==> src/rtl/uc_cuenta_n.sv <==
// rtl/uc_cuenta_n.sv - ones-counting control unit (optional feature macro: UC_EARLY_EXIT_EN)
module uc_cuenta_n #(
    parameter int N = 3
) (
    input  logic clk,
    input  logic reset,
    input  logic start,
    input  logic q0,
    input  logic qzero,
    output logic CargaQ,
    output logic DesplazaQ,
    output logic ResetA,
    output logic CargaA,
    output logic fin,
    output logic busy
);

    localparam int IW = $clog2(N + 1);

    typedef enum logic [1:0] {
        IDLE = 2'd0,
        LOAD = 2'd1,
        RUN  = 2'd2,
        DONE = 2'd3
    } state_t;

    state_t        state_q, state_d;
    logic [IW-1:0] it_q, it_d;

    always_ff @(posedge clk) begin
        if (reset) begin
            state_q <= IDLE;
            it_q    <= '0;
        end else begin
            state_q <= state_d;
            it_q    <= it_d;
        end
    end

    always_comb begin
        state_d = state_q;
        it_d    = it_q;
        case (state_q)
            IDLE: begin
                if (start) state_d = LOAD;
            end
            LOAD: begin
                it_d    = IW'(N);
                state_d = RUN;
            end
            RUN: begin
                it_d = it_q - IW'(1);
                if (it_q == IW'(1)) state_d = DONE;
`ifdef UC_EARLY_EXIT_EN
                // Remaining Q bits are all zero: nothing left to count.
                if (qzero) begin
                    it_d    = '0;
                    state_d = DONE;
                end
`endif
            end
            DONE: begin
                // A new operation requires start to drop first.
                if (!start) state_d = IDLE;
            end
            default: state_d = IDLE;
        endcase
    end

    always_comb begin
        CargaQ    = 1'b0;
        DesplazaQ = 1'b0;
        ResetA    = 1'b0;
        CargaA    = 1'b0;
        fin       = 1'b0;
        busy      = 1'b0;
        case (state_q)
            LOAD: begin
                CargaQ = 1'b1;
                ResetA = 1'b1;
                busy   = 1'b1;
            end
            RUN: begin
                busy      = 1'b1;
                DesplazaQ = 1'b1;
                CargaA    = q0;
`ifdef UC_EARLY_EXIT_EN
                if (qzero) begin
                    DesplazaQ = 1'b0;
                    CargaA    = 1'b0;
                end
`endif
            end
            DONE: fin = 1'b1;
            default: ;
        endcase
    end

`ifndef UC_EARLY_EXIT_EN
    logic unused_qzero;
    assign unused_qzero = qzero;
`endif

endmodule

==> config.mk <==
export PLATFORM = sky130hd
export DESIGN_NAME = uc_cuenta_n
export DESIGN_NICKNAME = d
export VERILOG_FILES = /design/src/rtl/uc_cuenta_n.sv
export SDC_FILE = /design/constraint.sdc
export NUM_CORES = 1
export LEC_CHECK = 0
export ABC_AREA = 1
export CORE_AREA = 8 8 45 47
export DETAILED_ROUTE_END_ITERATION = 7
export DIE_AREA = 0 0 53 55
export PLACE_DENSITY = 0.49
export SYNTH_ARGS = -nofsm -noshare
export SYNTH_HDL_FRONTEND = slang
export SYNTH_SLANG_ARGS = --single-unit
==> constraint.sdc <==
create_clock -name clk -period 1.6 [get_ports clk]
set_input_delay 0.48 -clock clk [delete_from_list [all_inputs] [get_ports clk]]
set_output_delay 0.48 -clock clk [all_outputs]
set_load 0.01 [all_outputs]
-- After elaboration in Yosys (flattened, before gate mapping)
Index checks and enable logic that the tools add are counted.
- logic and storage cells: 24
- flip-flop bits (word level): 4
- input bits: 5
- output and inout port bits: 6
- multiplexer cells: 10
- eq/ne operators: 7
- add/subtract/negate cells: 1
- reduce and logical (&&, ||, !) cells: 4
- operators with widths (cell ; number):
    $pmux 2 s4 ; 1
    $mux 2 ; 3
    $ne 2x2->1 const B ; 3
    $mux 1 ; 5
    $eq 2x1->1 const B ; 2
    $eq 2x2->1 const B ; 2
    $pmux 2 s2 ; 1
    $reduce_and 3->1 ; 1
    $logic_not 2->1 ; 1
    $reduce_bool 2->1 ; 1
    $reduce_or 2->1 ; 1
    $sub 2x1->2 const B ; 1

-- Depth between registers and ports, before layout
- depth after elaboration: 3
- depth in mapped cells: 8

-- Worst setup path before layout
No wires, ideal clock.
- path kind: register -> output
- start point: register state_q[0]
- end point: output port CargaA
- cell stages (with the launch flop): 5
- data arrival time: 0.930 ns
- slack: 0.190 ns
- cell sequence: dfxtp_1 > bufinv_8 > ha_1 > nand2_1 > inv_1
- cells in the longest elaborated chain, start to end: 2
- ends and longest elaborated chain (item ; RTL line ; text):
    start, declared ; 27 ; state_t state_q, state_d;
    start signal, assigned ; 35 ; state_q <= state_d;
    $eq 2x2->1 ; 77 ; case (state_q)
    $mux 1 ; 77 ;
    end, declared ; 13 ; output logic CargaA,
No other way between the ends.

-- Worst setup path after layout
- start point: register state_q[1]
- end point: output port CargaQ
- cells in the longest elaborated chain, start to end: 2
- ends and longest elaborated chain (item ; RTL line ; text):
    $eq 2x1->1 ; 77 ;
    $mux 1 ; 77 ;
    end, declared ; 10 ; output logic CargaQ,
No other way between the ends.

==> results.py <==
metrics = {
    "setup_path": {
        "crit_chain": "bufinv_8 > buf_6 > ha_4 > buf_6",
        "cp-startpoint": "state_q[1]",
        "startpoint_type": "register",
        "cp_data_required_time_ns": 1.12,
        "cp_num_buf_inv": 3,
        "crit_top_cell": "buf_6",
        "end_kind": "output pin",
        "cp_top_family": "buffers and inverters",
        "cp_slowest_cell": "dfxtp_2",
        "path_max_fanout": 2,
        "path_class": "reg2out",
        "cp.arrival_ns": 1.09,
        "slowest_delay_ns": 0.31,
        "rr_startpoint": "state_q[0]",
    },
    "sta": {
        "hold_violations": 0,
        "setup_viol_count_final": 0,
        "worst_pin_slew_ns": 0.1243,
        "timing.fmax_mhz": 636.6,
        "clock_skew_ns": 0.006648,
        "rsz0062_at_grt": "yes",
        "fin_crit_ns": 1.571,
        "min_period_over_period_pct": 98.18,
        "max-slew-margin-rel_pct": 91.68,
        "drv_slew": 0,
    },
    "die": {
        "start_util_pct": 23.60,
        "dieArea_um2": 2915,
        "rows": 14,
        "die_h_um": 55,
        "pin_count": 11,
        "die_w_um": 53,
        "core_um2": 1384,
    },
    "placed_design": {
        "routabilityCongestion": 0.7234,
        "dp_hpwl_um": 540.1,
        "portBuffers": 9,
        "dpl_cell_area_um2": 474.2,
    },
    "power": {
        "powerDensity_nw_per_um2": 1923,
        "p_sw_share_pct": 38.79,
        "vdd_drop_max_mv": 0.8052,
        "clockPowerShare_pct": 12.4,
        "power_frac_seq_pct": 18.6,
        "power.internal_mw": 0.6142,
        "switchingPower_mw": 0.3892,
        "combPwrFrac_pct": 69.1,
        "power_leakage_nw": 0.2890,
    },
    "outcome": {
        "status": "finished, final reports clean",
    },
    "global_route": {
        "grt_usage_pct": 5.298,
        "grt_pass1_wl_um": 1110,
        "grt-ovfl-total": 0,
        "met2_usage_pct": 8.789,
        "met1_usage_pct": 5.008,
        "grt.busiest_layer": "met2",
        "antenna_found_initial": 0,
        "grt_pass1_vias": 288,
        "grtUsageMet3_pct": 1.872,
        "grt_max_degree": 6,
    },
    "routing": {
        "final_antenna_net_count": 0,
        "avgRoutedWirePerCell_um": 8.506,
        "drtIter0Drc": 9,
        "dr.pass1.iters": 4,
        "route.vias.total": 302,
        "drc": 0,
        "routed_via_density": 3.922,
        "wirelength_um": 655,
    },
    "yosys": {
        "async_flop_share_pct": 0,
        "synth.net_count": 54,
        "ys_top_cells_by_area": "dfxtp_1 (25%), ha_1 (19%), inv_1 (11%), bufinv_8 (11%), nand2_1 (10%)",
        "synth_top_flop_cell": "dfxtp_1",
        "synth_cell_types": 13,
        "yosysMostFrequentCell": "inv_1",
        "synth-edff-count": 0,
        "synth_commonest_cells": "inv_1 (10), nand2_1 (9), ha_1 (5)",
        "synthCells": 44,
        "netlist_area_um2": 326.6,
        "yosys_warnings": 0,
        "ys_seq_elements": 4,
        "ys_seq_area_share_pct": 24.52,
        "synth.avg_cell_area_um2": 7.422,
        "synth_largest_area_cell": "dfxtp_1",
        "synth_top_area_share_pct": 24.52,
    },
    "worst_hold_path": {
        "hold_class": "reg2reg",
        "worstHoldStart": "it_q[0]",
    },
    "cts": {
        "cts.sinks": 4,
        "cts_buffers": 3,
        "cts_root_buffer": "clkbuf_4",
        "cts_tree": "yes",
        "htree_num_levels": 1,
        "cts_hold_buf": 0,
        "cts_setup_buffers": 0,
        "clkLatencyLatePin_ns": 0.23,
        "clockBufferDepth": 2,
        "clkTransAtPathRegs_ns": 0.04,
    },
    "cells_and_area": {
        "final_util_pct": 37.70,
        "fillers": 156,
        "n_antenna_cell": 0,
        "design_area_um2": 521.8,
        "drive_above_1_share_pct": 42.62,
        "area_growth_pct": 59.77,
        "nets": 73,
    },
    "flow_run": {
        "max-cap-violations": 0,
    },
}
==> cell families after synthesis <==
| group | count (synthesis) | share of synthesized area (%) |
|---|---|---|
| AO/OA/AOI/OAI | 4 | 6.896 |
| adder cells (fa/ha/maj) | 5 | 19.16 |
| buffers and inverters | 14 | 25.67 |
| flip-flops | 4 | 24.52 |
| AND/OR/NAND/NOR | 17 | 23.75 |
==> per-layer routing <==
metal / vias to the layer above / wire [µm] / part of all wire (%)
met5: - / 0 / 0
met4: 0 / 0 / 0
met3: 0 / 36 / 5.5
met2: 11 / 328 / 50
met1: 125 / 290 / 44
li1: 166 / - / -
==> power by group through the flow <==
stage,Combinational [mW],Sequential (mW),Clock (mW)
after floorplan,0.390,0.170,0
after global placement,0.645,0.168,0
after detailed placement,0.642,0.170,0
after CTS,0.671,0.173,0.131
after global routing,0.776,0.193,0.137
final,0.693,0.186,0.124
==> per-stage QoR <==
| stage | TNS, ns | setup WS (ns) | std cells | power (mW) | hold WS, ns |
|---|---|---|---|---|---|
| after floorplan | 0 | 0.1903 | 44 | 0.5603 | 0.4536 |
| after global placement | -1.005 | -0.4320 | 74 | 0.8130 | 0.4894 |
| after detailed placement | -1.035 | -0.4343 | 74 | 0.8121 | 0.4811 |
| after CTS | -0.04665 | -0.02379 | 77 | 0.9747 | 0.4865 |
| after global routing | -0.01635 | -0.009202 | 77 | 1.106 | 0.5237 |
| final | 0 | 0.02914 | 77 | 1.003 | 0.4876 |
==> path summary, 6_finish.rpt <==
path | end | slack [ns] | depth (start not counted)
max | CargaQ | 0.03 | 4
min reg2reg | it_q[0] | 0.49 | 1
min | it_q[0] | 0.49 | 1
max reg2reg | state_q[1] | 0.33 | 9
==> cell type report <==
| type | count | area (µm²) | area share, % |
|---|---|---|---|
| clock buffers | 3 | 22.52 | 4.317 |
| inverters | 13 | 70.07 | 13.43 |
| multi-input cells | 26 | 200.2 | 38.37 |
| flip-flops and latches | 4 | 82.58 | 15.83 |
| well taps | 16 | 20.02 | 3.837 |
| repair buffers | 15 | 126.4 | 24.22 |
==> cells in the final DEF (no fill, tap or decap) <==
cell type / count
inv_1: 10
nand2_1: 9
buf_4: 5
buf_6: 4
nor2_1: 3
ha_4: 3
clkbuf_4: 3
nand2_2: 2
nand3_1: 2
o21ai_1: 2
a31oi_1: 2
ha_1: 2
clkdlybuf4s50_1: 2
dfxtp_1: 2
buf_2: 2
dfxtp_2: 2
bufinv_8: 1
inv_8: 1
inv_2: 1
nand3_2: 1
dlygate4sd2_1: 1
clkbuf_2: 1
==> registers in the layout, indices dropped and copies added (netlist names) <==
register,flops
it_q,2
state_q,2
==> repair_timing <==
item                                    CTS  global route
pin swaps                                 1             2
endpoints found under the setup margin    6             5
gates resized for setup                  30             6
No activity file was read; power rests on OpenSTA's default activity.
